`src/rtl/prio_req_sequencer.sv`:
```
// prio_req_sequencer: synchronises and edge-detects 16 request lines, holds them pending and
// grants one index at a time from an external priority encoder. Optional feature: PRIO_SEQ_MASK_EN.
module prio_req_sequencer #(
    parameter int         SYNC_STAGES = 2,
    parameter logic [7:0] NONE_CODE   = 8'hF0
) (
    input  logic        clk,
    input  logic        rst_n,
    input  logic [15:0] req_in,
`ifdef PRIO_SEQ_MASK_EN
    input  logic [15:0] req_mask,
`endif
    output logic [15:0] pend_out,
    input  logic [7:0]  enc_idx_in,
    output logic        gnt_valid,
    output logic [3:0]  gnt_idx,
    input  logic        gnt_ready,
    output logic [7:0]  drop_cnt,
    output logic        enc_err
);

    typedef enum logic [1:0] {IDLE, LOOKUP, OFFER} state_e;

    state_e                       state_q;
    logic [SYNC_STAGES-1:0][15:0] sync_q;
    logic [15:0]                  sync_last;
    logic [15:0]                  dly_q;
    logic [15:0]                  pend_q;
    logic [15:0]                  pend_d;
    logic [15:0]                  evt;
    logic [15:0]                  clr;
    logic                         accept;
    logic                         drop_hit;
    logic [7:0]                   drop_cnt_q;
    logic                         gnt_valid_q;
    logic [3:0]                   gnt_idx_q;
    logic                         enc_err_q;

    assign sync_last = sync_q[SYNC_STAGES-1];
    assign evt       = sync_last & ~dly_q;
    assign accept    = gnt_valid_q & gnt_ready;

    // NOTE: clr gets a default before the indexed write, otherwise a latch is inferred.
    always_comb begin
        clr = '0;
        if (accept) clr[gnt_idx_q] = 1'b1;
    end

    // A new event on the bit being granted keeps it pending (set wins over clear).
    assign pend_d   = (pend_q & ~clr) | evt;
    assign drop_hit = |(evt & pend_q & ~clr);

    // NOTE: every flop here, including the synchroniser, is async-reset; state must be
    // assigned with <= so all flops see the pre-edge values of their neighbours.
    always_ff @(posedge clk or negedge rst_n) begin
        if (!rst_n) begin
            sync_q     <= '0;
            dly_q      <= '0;
            pend_q     <= '0;
            drop_cnt_q <= '0;
        end else begin
            sync_q <= {sync_q[SYNC_STAGES-2:0], req_in};
            dly_q  <= sync_last;
            pend_q <= pend_d;
            if (drop_hit && drop_cnt_q != 8'hFF) drop_cnt_q <= drop_cnt_q + 8'd1;
        end
    end

`ifdef PRIO_SEQ_MASK_EN
    logic [15:0] pend_vis_q;

    // Masked bits keep latching internally; only their visibility to the encoder is gated.
    always_ff @(posedge clk or negedge rst_n) begin
        if (!rst_n) pend_vis_q <= '0;
        else        pend_vis_q <= pend_d & ~req_mask;
    end

    assign pend_out = pend_vis_q;
`else
    assign pend_out = pend_q;
`endif

    always_ff @(posedge clk or negedge rst_n) begin
        if (!rst_n) begin
            state_q     <= IDLE;
            gnt_valid_q <= 1'b0;
            gnt_idx_q   <= '0;
            enc_err_q   <= 1'b0;
        end else begin
            case (state_q)
                IDLE: begin
                    if (|pend_out) state_q <= LOOKUP;
                end
                LOOKUP: begin
                    if (enc_idx_in <= 8'd15) begin
                        gnt_idx_q   <= enc_idx_in[3:0];
                        gnt_valid_q <= 1'b1;
                        state_q     <= OFFER;
                    end else begin
                        if (enc_idx_in != NONE_CODE) enc_err_q <= 1'b1;
                        state_q <= IDLE;
                    end
                end
                OFFER: begin
                    // The grant is held until taken; newer events wait for the next lookup.
                    if (gnt_ready) begin
                        gnt_valid_q <= 1'b0;
                        state_q     <= IDLE;
                    end
                end
                default: begin
                    gnt_valid_q <= 1'b0;
                    state_q     <= IDLE;
                end
            endcase
        end
    end

    assign gnt_valid = gnt_valid_q;
    assign gnt_idx   = gnt_idx_q;
    assign drop_cnt  = drop_cnt_q;
    assign enc_err   = enc_err_q;

endmodule

```
`config.mk`:
```
export PLATFORM = sky130hd
export DESIGN_NAME = prio_req_sequencer
export DESIGN_NICKNAME = d
export VERILOG_FILES = /design/src/rtl/prio_req_sequencer.sv
export SDC_FILE = /design/constraint.sdc
export NUM_CORES = 1
export LEC_CHECK = 0
export ABC_AREA = 0
export BUFFER_PORTS_ARGS = -buffer_cell sky130_fd_sc_hd__buf_2
export CAP_MARGIN = 40
export CORE_AREA = 3 3 82 84
export CTS_CLUSTER_SIZE = 30
export DETAILED_ROUTE_END_ITERATION = 7
export DIE_AREA = 0 0 85 87
export PLACE_DENSITY = 0.72
export SETUP_SLACK_MARGIN = 0.5
export SLEW_MARGIN = 25
export SYNTH_ARGS = -nofsm -noshare
export SYNTH_HDL_FRONTEND = slang
export SYNTH_SLANG_ARGS = --single-unit
export TNS_END_PERCENT = 1
```
`constraint.sdc`:
```
create_clock -name clk -period 4.3 [get_ports clk]
set_input_delay 1.075 -clock clk [delete_from_list [all_inputs] [get_ports clk]]
set_output_delay 1.075 -clock clk [all_outputs]
set_load 0.01 [all_outputs]
```
## Yosys cells after proc, flatten, opt, wreduce, memory -nomap -nowiden

Cells that the tools add are included.

| word-level totals | value |
|---|---|
| register bits after elaboration | 80 |
| input port bits | 27 |
| output and inout port bits | 30 |
| logic and storage cells | 49 |

| cells by class | value |
|---|---|
| mux-type cells | 10 |
| add/sub/neg operators | 1 |
| bitwise gates (word level) | 10 |
| reductions and logical operators | 9 |
| eq/ne operators | 7 |
| $lt $le $gt $ge | 3 |

Operators by type and width:

| operator | count |
|---|---|
| $and 16x16->16 | 4 |
| $not 16->16 | 2 |
| $reduce_or 16->1 | 2 |
| $mux 16 | 1 |
| $ne 8x8->1 const B | 2 |
| $or 16x16->16 | 1 |
| $add 8x1->8 const B | 1 |
| $le 8x4->1 const B | 1 |
| $mux 2 | 3 |
| $ne 2x2->1 const B | 3 |
| $pmux 2 s3 | 1 |
| $reduce_and 3->1 | 2 |
| $lt 4x5->1 const B | 1 |
| $demux 1 s4 | 1 |
| $ge 4x1->1 const B | 1 |
| $reduce_and 2->1 | 2 |
| $mux 1 | 3 |
| $pmux 1 s3 | 1 |
| $eq 2x1->1 const B | 1 |
| $eq 2x2->1 const B | 1 |
| $logic_and 1x1->1 | 2 |
| $logic_not 2->1 | 1 |
| $not 1->1 | 2 |
| $and 1x1->1 | 1 |

## Logic depth before layout (Yosys ltp)

Gate-level depths: netlist (run 1).

| logic depth | value |
|---|---|
| depth after elaboration | 9 |
| gate-level depth with buffers | 7 |
| gate-level depth less buffers | 6 |

## Worst setup path after synthesis (run 1)

OpenSTA, ideal clock, no wires.

| timing | value |
|---|---|
| kind | input to register |
| from | in gnt_ready |
| to | reg drop_cnt_q[6] (netlist: drop_cnt[6]) |
| buffers on the path | 1 |
| stages | 7 |
| arrival time | 2419 ps |
| data required time | 4172 ps |
| setup time | 128 ps |
| path slack | 1754 ps |
| path through | and4b_1 -> buf_6 -> a31oi_4 -> nor4_2 -> nand4_2 -> nand4_1 -> mux2_1 |

| on the way | value |
|---|---|
| cells in the longest elaborated chain, start to end | 6 |

RTL lines:

| element | line | RTL |
|---|---|---|
| from (decl) | 17 | `input logic gnt_ready,` |
| $and 1x1->1 | 41 | `assign accept = gnt_valid_q & gnt_ready;` |
| $mux 16 | 46 | `if (accept) clr[gnt_idx_q] = 1'b1;` |
| $not 16->16 | 51 | `assign drop_hit = \|(evt & pend_q & ~clr);` |
| $and 16x16->16 | 51 |  |
| $reduce_or 16->1 | 51 |  |
| $logic_and 1x1->1 | 65 | `if (drop_hit && drop_cnt_q != 8'hFF) drop_cnt_q <= drop_cnt_q + 8'd1;` |
| to (signal assigned) | 65 |  |
| to (decl) | 34 | `logic [7:0] drop_cnt_q;` |

No other way between the ends.
A chain may end at the register's enable or synchronous reset.

## Worst setup path in the final report (run 1)

Ends and elaborated chain as after synthesis.

==> results of run 1 <==
-- Yosys cell counts, drive strengths merged --
library cell,instances
xnor2,6
o41ai,1
buf,6
clkbuf,1
and3,3
or4,1
nand4,5
dfrtp,80
nor3,1
and2,1
a31oi,4
nand4b,1
inv,18
mux2,6
nand2,35
nand3,7
and4bb,1
nor2b,1
o21ai,17
nand3b,17
ha,1
nor2,3
nor4,9
a21oi,12
and4b,2
and2b,1
bufbuf,1
and4,2
-- critical path: stages --
cell and delay, ns:
buf_2 0.13, and4b_1 0.43, a31oi_4 0.12, nor4_2 0.34, nand4_2 0.25, nand4_1 0.18
mux2_1 0.33
-- placed cells by master, fill, tap and decap left out, drive strengths merged --
cell type,netlist,routed
and4b,2,2
clkbuf,1,12
or4,1,1
dfrtp,80,80
nor3,1,1
nor2b,1,1
inv,18,19
nand3b,17,17
nor4,9,9
and3,3,3
o41ai,1,1
clkinv,0,3
nor2,3,3
nand4,5,5
o21ai,17,17
buf,6,57
and2,1,1
and4bb,1,1
nand3,7,7
and4,2,2
mux2,6,6
a31oi,4,4
nand4b,1,1
xnor2,6,6
nand2,35,35
a21oi,12,12
ha,1,1
and2b,1,1
-- through the flow --
stage	cell area, um^2	power (uW)	utilization, %	instances
global placement	3310	1420	55.3	366
finish	3520	1910	58.8	383
CTS	3520	1940	58.8	383
detailed placement	3340	1430	55.7	367
global route	3520	2030	58.8	383
floorplan	3010	1290	-	243
-- report_power, final --
| group | switching [uW] | internal (uW) |
|---|---|---|
| Sequential | 149 | 867 |
| Clock | 255 | 243 |
| Combinational | 217 | 180 |
-- sequential cells by signal, indices dropped and copies added, names as in the netlist --
| register | cells |
|---|---|
| drop_cnt | 8 |
| state_q | 2 |
| enc_err | 1 |
| sync_last | 16 |
| gnt_valid | 1 |
| pend_out | 16 |
| dly_q | 16 |
| gnt_idx | 4 |
| sync_q | 16 |
-- routing by layer --
layer	track usage, %	part of all wire (%)	vias to the layer above
met5	0	0	-
met4	5.61	0.70	0
met1	21.9	46	956
met2	24.2	47	57
met3	6.15	6.4	4
li1	-	-	957
-- layout make-up --
| type | count | area, um^2 | share of cell area, % |
|---|---|---|---|
| repair buffers | 57 | 310 | 8.81 |
| clock inverters | 4 | 27.5 | 0.782 |
| inverters | 18 | 67.6 | 1.92 |
| multi-input cells | 137 | 865 | 24.6 |
| clock buffers | 12 | 155 | 4.41 |
| flip-flops and latches | 80 | 2000 | 56.9 |
| well taps | 75 | 93.8 | 2.67 |
-- how the worst max path moves through the flow --
stage | startpoint | endpoint | slack [ns] | depth (start not counted)
after detailed placement | gnt_ready | drop_cnt[6]$_DFFE_PN0P_ | 1.32 | 7
after global routing | gnt_ready | drop_cnt[6]$_DFFE_PN0P_ | 1.55 | 7
after global placement | gnt_ready | drop_cnt[6]$_DFFE_PN0P_ | 1.38 | 7
after floorplan | gnt_ready | drop_cnt[6]$_DFFE_PN0P_ | 1.75 | 7
final | gnt_ready | drop_cnt[6]$_DFFE_PN0P_ | 1.67 | 7
after CTS | gnt_ready | drop_cnt[6]$_DFFE_PN0P_ | 1.69 | 7
-- kinds of logic after synthesis --
group / share of synthesized area, %
DFF: 66.5
AOI/OAI and AO/OA: 6.44
buffers and inverters: 4.78
muxes: 2.24
adders and majority gates: 0.416
and+or+nand+nor: 17.9
xor gates and xnor gates: 1.75
==> impl_metrics.sql, run 1 <==
INSERT INTO impl_metrics (metric_group, metric, value, unit) VALUES
('logic_synthesis', 'netlist_area', '3010', 'um^2'),
('finish', 'nFillCells', '496', ''),
('logic_synthesis', 'flop_and_latch_count_out_of_synthesis', '80', ''),
('logic_synthesis', 'ys_seq_area_share', '66.5', '%'),
('worst_setup_path', 'critical_path_data_required_time', '4.53', 'ns'),
('cts', 'clkSlewWorstSetupHoldPaths', '0.08', 'ns'),
('min_path', 'min_delay_worst_endpoint', 'sync_last[5]$_DFF_PN0_', ''),
('timing', 'setup_slack', '1.67', 'ns'),
('placed_design', 'dp.final_hpwl', '4110', 'um'),
('grt', 'number_of_global_route_vias_before_repair', '1931', ''),
('route', 'routed_wire_length_per_instance', '14.5', 'um'),
('cts', 'insertion_delay', '0.34', 'ns'),
('min_path', 'timing.hold.worst_path_depth', '0', ''),
('logic_synthesis', 'netlist-cell-type-count', '37', ''),
('logic_synthesis', 'per_instance_average_area_after_synthesis', '12.4', 'um^2'),
('floorplan', 'floorplan.die_area', '7400', 'um^2'),
('min_path', 'min-delay-path-class', 'flip-flop to flip-flop', ''),
('power', 'leakagePower', '0.00167', 'uW'),
('min_path', 'worstHoldStart', 'sync_q[5]$_DFF_PN0_', ''),
('logic_synthesis', 'yosys.area.top_type_share', '66.5', '%'),
('worst_setup_path', 'critPathArrivalTime', '2.85', 'ns'),
('grt', 'grt_pass1_wl', '9130', 'um'),
('route', 'first_pass_iters', '5', ''),
('timing', 'finalSetupTns', '0', 'ns'),
('timing', 'part_of_the_cycle_the_worst_path_needs', '61.1', '%'),
('logic_synthesis', 'ys_top_cells_by_area', 'dfrtp_1 (67%), nand2_1 (4.2%), nand3b_1 (4.2%)', ''),
('placed_design', 'detailedPlace.worstSlack', '1.32', 'ns'),
('cts', 'cts.htree.levels', '3', ''),
('cts', 'gates_resized_cts_repair', '0', ''),
('floorplan', 'die-height', '87', 'um'),
('finish', 'antenna_cells_inserted', '0', ''),
('grt', 'antenna_found_initial', '0', ''),
('finish', 'drive_gt1_share', '25.6', '%'),
('placed_design', 'portBuffers', '56', ''),
('route', 'initialDrtViolationCount', '65', ''),
('floorplan', 'initial_core_util', '50.3', '%'),
('route', 'drtAntennaViolNets', '0', ''),
('route', 'via_count', '1974', ''),
('cts', 'number_of_buffers_on_the_longest_clock_path', '2', ''),
('worst_setup_path', 'crit-reg2reg-capture', 'drop_cnt[6]$_DFFE_PN0P_', ''),
('finish', 'area_growth', '17.0', '%'),
('cts', 'numClockSinks', '80', ''),
('grt', 'global_routing_usage_summed_across_all_routing_layers', '16.2', '%'),
('timing', 'finalSetupViolCount', '0', ''),
('logic_synthesis', 'warnings_from_yosys', '0', ''),
('route', 'route.final.wire_length', '5560', 'um'),
('route', 'route.detailed.drc', '0', ''),
('cts', 'cts_tree', 'built', ''),
('power', 'power_per_cell_area', '543', 'nW/um^2'),
('floorplan', 'ioPinCount', '57', ''),
('worst_setup_path', 'worst_r2r_path_depth', '6', ''),
('worst_setup_path', 'r2r_start', 'gnt_idx[0]$_DFFE_PN0P_', ''),
('floorplan', 'placeable_core_region', '5990', 'um^2'),
('cts', 'cts-buffers-inserted', '9', ''),
('cts', 'postCtsSetupRepairBufs', '0', ''),
('timing', 'max_slew.worst_pin.slew', '0.539', 'ns'),
('logic_synthesis', 'synth_top_area_cell', 'dfrtp_1', ''),
('route', 'routed_via_density', '5.15', ''),
('timing', 'max_slew_margin', '64.0', '%'),
('worst_setup_path', 'worst-setup-path-type', 'input pin to flip-flop', ''),
('logic_synthesis', 'synthesis.instances', '243', ''),
('job', 'max-cap-violations', '0', ''),
('timing', 'worst_clock_skew', '0.00891', 'ns'),
('timing', 'fmaxAchievable', '381', 'MHz'),
('floorplan', 'num_rows', '28', ''),
('timing', 'worst_hold_slack', '0.350', 'ns'),
('timing', 'final.min_clock_period', '2.63', 'ns'),
('worst_setup_path', 'cp_max_fo', '8', ''),
('timing', 'final-hold-violation-count', '0', ''),
('timing', 'drv_slew', '0', ''),
('grt', 'global_route.overflow_total', '0', ''),
('finish', 'design.final.nets', '331', ''),
('cts', 'holdBufCountCts', '0', ''),
('worst_setup_path', 'rrSetupSlack', '1.86', 'ns'),
('placed_design', 'final_weighted_congestion_of_routability_driven_global_placement', '0.908', ''),
('grt', 'grt_max_degree', '52', ''),
('status', 'outcome', 'finished, final reports clean', ''),
('worst_setup_path', 'critical_path.startpoint_type', 'input pin', ''),
('worst_setup_path', 'setup.worst_path.end_class', 'flip-flop', ''),
('cts', 'clock_tree.root_cell', 'clkbuf_8', ''),
('floorplan', 'fp.dieW', '85', 'um'),
('power', 'peak_ir_drop_on_the_vdd_network', '0.277', 'mV'),
('timing', 'grt_setup_unrepaired', 'false', ''),
('logic_synthesis', 'post_synth_net_total', '271', '');
(Power assumes the default switching activity.)
==> run 2, diff against run 1 <==
--- a/config.mk
+++ b/config.mk
@@ -8,11 +8,11 @@
 export ABC_AREA = 0
 export BUFFER_PORTS_ARGS = -buffer_cell sky130_fd_sc_hd__buf_2
 export CAP_MARGIN = 40
-export CORE_AREA = 3 3 82 84
+export CORE_AREA = 3 3 83 85
 export CTS_CLUSTER_SIZE = 30
 export DETAILED_ROUTE_END_ITERATION = 7
-export DIE_AREA = 0 0 85 87
-export PLACE_DENSITY = 0.72
+export DIE_AREA = 0 0 86 88
+export PLACE_DENSITY = 0.73
 export SETUP_SLACK_MARGIN = 0.5
 export SLEW_MARGIN = 25
 export SYNTH_ARGS = -nofsm -noshare
==> constraint.sdc (replaced) <==
create_clock -name clk -period 2.35 [get_ports clk]
set_input_delay 0.5875 -clock clk [delete_from_list [all_inputs] [get_ports clk]]
set_output_delay 0.5875 -clock clk [all_outputs]
set_load 0.01 [all_outputs]
==> run 2 against run 1 <==
  * Core utilization rose by 0.65 points
  * Power rose by 100%
  * Worst setup slack got worse by 1.4 ns
  * Clock power rose by 110%
  * Cell count rose by 5.7%
==> impl_metrics.sql, run 2 (same netlist as run 1, synthesis figures left out) <==
INSERT INTO impl_metrics (metric_group, metric, value, unit) VALUES
('cts', 'clkSlewWorstSetupHoldPaths', '0.08', 'ns'),
('timing', 'fmaxAchievable', '488', 'MHz'),
('timing', 'final-hold-violation-count', '0', ''),
('worst_setup_path', 'critical_path.startpoint_type', 'flip-flop', ''),
('placed_design', 'dp.final_hpwl', '4060', 'um'),
('floorplan', 'floorplan.die_area', '7570', 'um^2'),
('worst_setup_path', 'rrSetupSlack', '0.30', 'ns'),
('placed_design', 'portBuffers', '56', ''),
('worst_setup_path', 'cp_max_fo', '5', ''),
('floorplan', 'die-height', '88', 'um'),
('route', 'route.detailed.drc', '0', ''),
('cts', 'number_of_buffers_on_the_longest_clock_path', '2', ''),
('floorplan', 'ioPinCount', '57', ''),
('power', 'peak_ir_drop_on_the_vdd_network', '0.679', 'mV'),
('worst_setup_path', 'critical_path_data_required_time', '2.58', 'ns'),
('finish', 'area_growth', '23.9', '%'),
('floorplan', 'placeable_core_region', '6280', 'um^2'),
('timing', 'finalSetupTns', '0', 'ns'),
('finish', 'nFillCells', '523', ''),
('timing', 'max_slew_margin', '66.2', '%'),
('finish', 'design.final.nets', '351', ''),
('route', 'first_pass_iters', '4', ''),
('worst_setup_path', 'worst-setup-path-type', 'flip-flop to flip-flop', ''),
('timing', 'worst_clock_skew', '0.0125', 'ns'),
('route', 'route.final.wire_length', '5990', 'um'),
('power', 'power_per_cell_area', '1040', 'nW/um^2'),
('finish', 'layout_commonest_cell', 'dfrtp_1', ''),
('grt', 'grt_pass1_wl', '9270', 'um'),
('timing', 'grt_setup_unrepaired', 'true', ''),
('floorplan', 'num_rows', '29', ''),
('grt', 'number_of_global_route_vias_before_repair', '1885', ''),
('cts', 'clock_tree.root_cell', 'clkbuf_8', ''),
('timing', 'finalSetupViolCount', '0', ''),
('timing', 'max_slew.worst_pin.slew', '0.506', 'ns'),
('grt', 'grt_max_degree', '42', ''),
('cts', 'insertion_delay', '0.35', 'ns'),
('timing', 'drv_slew', '0', ''),
('cts', 'cts-buffers-inserted', '9', ''),
('worst_setup_path', 'critPathArrivalTime', '2.28', 'ns'),
('placed_design', 'detailedPlace.worstSlack', '0.0465', 'ns'),
('finish', 'mostFrequentLayoutCells', 'dfrtp_1 (78), buf_2 (55), nand2_1 (34), buf_4 (19), inv_1 (18)', ''),
('grt', 'global_route.overflow_total', '0', ''),
('finish', 'drive_gt1_share', '33.8', '%'),
('cts', 'numClockSinks', '80', ''),
('finish', 'stdcell_count', '405', ''),
('timing', 'part_of_the_cycle_the_worst_path_needs', '87.2', '%'),
('min_path', 'min-delay-path-class', 'input pin to async pin', ''),
('floorplan', 'initial_core_util', '48.0', '%'),
('route', 'via_count', '2079', ''),
('timing', 'setup_slack', '0.300', 'ns'),
('status', 'outcome', 'finished, final reports clean', ''),
('power', 'leakagePower', '0.00177', 'uW'),
('grt', 'antenna_found_initial', '0', ''),
('route', 'drtAntennaViolNets', '0', ''),
('worst_setup_path', 'setup.worst_path.end_class', 'flip-flop', ''),
('cts', 'cts.htree.levels', '3', ''),
('finish', 'antenna_cells_inserted', '0', ''),
('cts', 'cts_tree', 'built', ''),
('floorplan', 'fp.dieW', '86', 'um'),
('route', 'routed_wire_length_per_instance', '14.8', 'um'),
('placed_design', 'post-place-cells', '375', ''),
('placed_design', 'final_weighted_congestion_of_routability_driven_global_placement', '0.922', ''),
('timing', 'final.min_clock_period', '2.05', 'ns'),
('job', 'max-cap-violations', '0', ''),
('grt', 'global_routing_usage_summed_across_all_routing_layers', '16.4', '%'),
('route', 'routed_via_density', '5.13', ''),
('finish', 'postLayoutCoreUtil', '59.4', '%'),
('route', 'initialDrtViolationCount', '189', ''),
('power', 'total_power', '3870', 'uW');
==> run 2: repair_timing <==
action | CTS | global route
setup buffers | 5 | 9
pin swaps | 4 | 5
hold buffers | 0 | 0
setup endpoints to repair | 9 | 8
gates resized for setup | 8 | 6
==> run 2: metal layers <==
metal  vias up  share of wire, %  GRT usage (%)  routed length (um)
met4         0               2.3           9.64                 136
met3        16               7.2           5.27                 429
met2        85                45           22.9                2680
li1        993                 -              -                   -
met5         -                 0              0                   0
met1       985                46           22.3                2750
==> run 2: final timing paths <==
path                                             start  cells after the start                 endpoint
worst max register to register  gnt_idx[2]$_DFFE_PN0P_                      7  drop_cnt[6]$_DFFE_PN0P_
worst max-delay path            gnt_idx[2]$_DFFE_PN0P_                      7  drop_cnt[6]$_DFFE_PN0P_
worst min register to register    sync_q[13]$_DFF_PN0_                      0  sync_last[13]$_DFF_PN0_
min in group clk                             req_in[5]                      1      sync_q[5]$_DFF_PN0_
worst min-delay path                             rst_n                      1  drop_cnt[7]$_DFFE_PN0P_
max in group asynchronous                        rst_n                      2      sync_q[8]$_DFF_PN0_
==> run 2: final cells by class <==
type                    count  area, um^2  area share, %
clock buffers              11         141           3.79
multi-input cells         137         902           24.2
repair buffers             77         454           12.2
clock inverters             5        63.8           1.71
inverters                  18        67.6           1.81
well taps                  77        96.3           2.58
flip-flops and latches     80        2000           53.7
==> run 2: metrics by stage <==
stage	instance area, um^2	hold slack [ns]
after detailed placement	3380	0.335
after global routing	3730	0.230
after floorplan	3010	0.292
after CTS	3640	0.207
final	3730	0.206
after global placement	3380	0.332
==> run 2: critical path, stage by stage, from the launching register on <==
cell and delay [ns]:
dfrtp_1 0.43, and4b_2 0.36, buf_6 0.13, a21oi_4 0.05, nor4_2 0.31, nand4_2 0.20, nand4_1 0.15, mux2_4 0.30
==> run 2: power breakdown <==
group | switching (uW) | internal [uW] | leakage [uW] | total, uW
Clock | 498 | 530 | 0.000101 | 1030
Combinational | 517 | 505 | 0.000776 | 1020
Sequential | 234 | 1590 | 0.000894 | 1820
==> run 3, diff against run 2 <==
--- a/config.mk
+++ b/config.mk
@@ -8,11 +8,11 @@
 export ABC_AREA = 0
 export BUFFER_PORTS_ARGS = -buffer_cell sky130_fd_sc_hd__buf_2
 export CAP_MARGIN = 40
-export CORE_AREA = 3 3 83 85
+export CORE_AREA = 2 2 82 84
 export CTS_CLUSTER_SIZE = 30
 export DETAILED_ROUTE_END_ITERATION = 7
-export DIE_AREA = 0 0 86 88
-export PLACE_DENSITY = 0.73
+export DIE_AREA = 0 0 84 86
+export PLACE_DENSITY = 0.7
 export SETUP_SLACK_MARGIN = 0.5
 export SLEW_MARGIN = 25
 export SYNTH_ARGS = -nofsm -noshare
==> run 3 against run 2 <==
  * Power down 3.6%
  * Sequential share of layout area is 0.86 points higher
  * Flip-flop and latch count did not move
  * Critical path depth is the same
  * First-iteration DRC count down 47%
  * Global-route usage increased by 0.86 points
  * Highest routed layer unchanged
==> impl_metrics.sql, run 3 (same netlist as run 1, synthesis figures left out) <==
INSERT INTO impl_metrics (metric_group, metric, value, unit) VALUES
('cts', 'clock_tree.root_cell', 'clkbuf_8', ''),
('worst_setup_path', 'cp_max_fo', '5', ''),
('grt', 'number_of_global_route_vias_before_repair', '1936', ''),
('floorplan', 'die-height', '86', 'um'),
('timing', 'grt_setup_unrepaired', 'true', ''),
('route', 'drtAntennaViolNets', '0', ''),
('placed_design', 'portBuffers', '56', ''),
('min_path', 'min-delay-path-class', 'input pin to async pin', ''),
('floorplan', 'ioPinCount', '57', ''),
('floorplan', 'floorplan.die_area', '7220', 'um^2'),
('floorplan', 'fp.dieW', '84', 'um'),
('cts', 'clkSlewWorstSetupHoldPaths', '0.08', 'ns'),
('finish', 'design.final.nets', '346', ''),
('route', 'route.detailed.drc', '0', ''),
('floorplan', 'placeable_core_region', '6280', 'um^2'),
('cts', 'cts-buffers-inserted', '9', ''),
('power', 'power_per_cell_area', '1020', 'nW/um^2'),
('route', 'first_pass_iters', '4', ''),
('cts', 'number_of_buffers_on_the_longest_clock_path', '2', ''),
('worst_setup_path', 'critical_path.startpoint_type', 'flip-flop', ''),
('grt', 'grt_pass1_wl', '9470', 'um'),
('finish', 'finish.instance_area', '3670', 'um^2'),
('timing', 'drv_slew', '0', ''),
('job', 'max-cap-violations', '0', ''),
('power', 'leakagePower', '0.00174', 'uW'),
('finish', 'layout_commonest_cell', 'dfrtp_1', ''),
('timing', 'fmaxAchievable', '506', 'MHz'),
('finish', 'mostFrequentLayoutCells', 'dfrtp_1 (78), buf_2 (55), nand2_1 (34), inv_1 (18), nand3b_1 (17)', ''),
('grt', 'global_route.overflow_total', '0', ''),
('worst_setup_path', 'path_buf_inv', '1', ''),
('placed_design', 'dp.final_hpwl', '3970', 'um'),
('finish', 'antenna_cells_inserted', '0', ''),
('finish', 'area_growth', '21.9', '%'),
('timing', 'final.min_clock_period', '1.98', 'ns'),
('grt', 'antenna_found_initial', '0', ''),
('placed_design', 'final_weighted_congestion_of_routability_driven_global_placement', '0.818', ''),
('floorplan', 'initial_core_util', '48.0', '%'),
('route', 'route.final.wire_length', '5600', 'um'),
('timing', 'final-hold-violation-count', '0', ''),
('cts', 'numClockSinks', '80', ''),
('timing', 'max_slew.worst_pin.slew', '0.476', 'ns'),
('power', 'peak_ir_drop_on_the_vdd_network', '0.531', 'mV'),
('cts', 'cts.htree.levels', '3', ''),
('grt', 'grt_max_degree', '44', ''),
('finish', 'nFillCells', '523', ''),
('worst_setup_path', 'critical_path_data_required_time', '2.59', 'ns'),
('worst_setup_path', 'worst-setup-path-type', 'flip-flop to flip-flop', ''),
('worst_setup_path', 'cp_top_family', 'simple AND/OR/NAND/NOR gates', ''),
('worst_setup_path', 'timing.critical_path.slowest_stage_cell', 'dfrtp_1', ''),
('route', 'routed_wire_length_per_instance', '14.0', 'um'),
('timing', 'max_slew_margin', '68.3', '%'),
('timing', 'worst_clock_skew', '0.00598', 'ns'),
('placed_design', 'dpl_cell_area', '3400', 'um^2'),
('worst_setup_path', 'critPathArrivalTime', '2.22', 'ns'),
('worst_setup_path', 'max_stage_delay', '0.42', 'ns'),
('worst_setup_path', 'timing.critical_path.cells', 'and4b_1, buf_6, a21oi_2, nor4_2, nand4_2, nand4_1, mux2_4', ''),
('cts', 'cts_tree', 'built', ''),
('finish', 'drive_gt1_share', '31.9', '%'),
('timing', 'worst_hold_slack', '0.189', 'ns'),
('floorplan', 'num_rows', '29', ''),
('timing', 'part_of_the_cycle_the_worst_path_needs', '84.2', '%'),
('grt', 'global_routing_usage_summed_across_all_routing_layers', '17.2', '%'),
('route', 'initialDrtViolationCount', '100', ''),
('timing', 'finalSetupTns', '0', 'ns'),
('route', 'routed_via_density', '5.10', ''),
('status', 'outcome', 'finished, final reports clean', ''),
('route', 'via_count', '2041', ''),
('cts', 'holdBufCountCts', '0', ''),
('cts', 'insertion_delay', '0.35', 'ns'),
('worst_setup_path', 'setup.worst_path.end_class', 'flip-flop', ''),
('timing', 'finalSetupViolCount', '0', '');
run 3: path summary, 6_finish.rpt:
check                                       start                      end  slack, ns  cells after the start
min                                         rst_n      sync_q[1]$_DFF_PN0_       0.19                      1
min in group clk                       req_in[13]     sync_q[13]$_DFF_PN0_       0.34                      1
min reg2reg                   sync_q[6]$_DFF_PN0_   sync_last[6]$_DFF_PN0_       0.35                      0
max                        gnt_idx[2]$_DFFE_PN0P_  drop_cnt[6]$_DFFE_PN0P_       0.37                      7
max in group asynchronous                   rst_n       dly_q[8]$_DFF_PN0_       1.57                      2
max reg2reg                gnt_idx[2]$_DFFE_PN0P_  drop_cnt[6]$_DFFE_PN0P_       0.37                      7
run 3: cell type report:
class / instances / area (um^2) / area share, %
multi-input combinational: 137 / 886 / 24.1
clock inverter: 5 / 56.3 / 1.53
tap: 77 / 96.3 / 2.62
sequential: 80 / 2000 / 54.6
clock buffer: 11 / 141 / 3.85
inverter: 18 / 67.6 / 1.84
timing repair buffer: 72 / 419 / 11.4
run 3: power breakdown:
part	switching, uW	leakage, uW	internal (uW)
clock	468	0.0000993	518
combinational	490	0.000748	450
sequential	217	0.000894	1590
total	1180	0.00174	2560
run 3: routing by layer:
layer  vias up  global-route usage [%]  part of all wire, %
met2        59                    24.5                   45
li1        988                       -                    -
met5         -                       0                    0
met3        10                    6.35                  5.4
met1       984                    24.4                   48
met4         0                    6.45                  1.7
run 3: metrics by stage:
stage          instances  util [%]  power, uW  setup slack (ns)
4_1_cts              400      58.4       3770             0.375
3_3_place_gp         377      54.1       2660             0.107
6_report             400      58.5       3730             0.372
3_5_place_dp         377      54.1       2670            0.0717
5_1_grt              400      58.5       3980             0.229
2_1_floorplan        243         -       2360             0.306
run 3: timing repair:
| action | 4_1_cts | 5_1_grt |
|---|---|---|
| endpoints found under the setup margin | 8 | 8 |
| resized for setup | 8 | 1 |
| setup buffers | 7 | 0 |
| pin swaps | 5 | 0 |
| gates cloned | 0 | 0 |
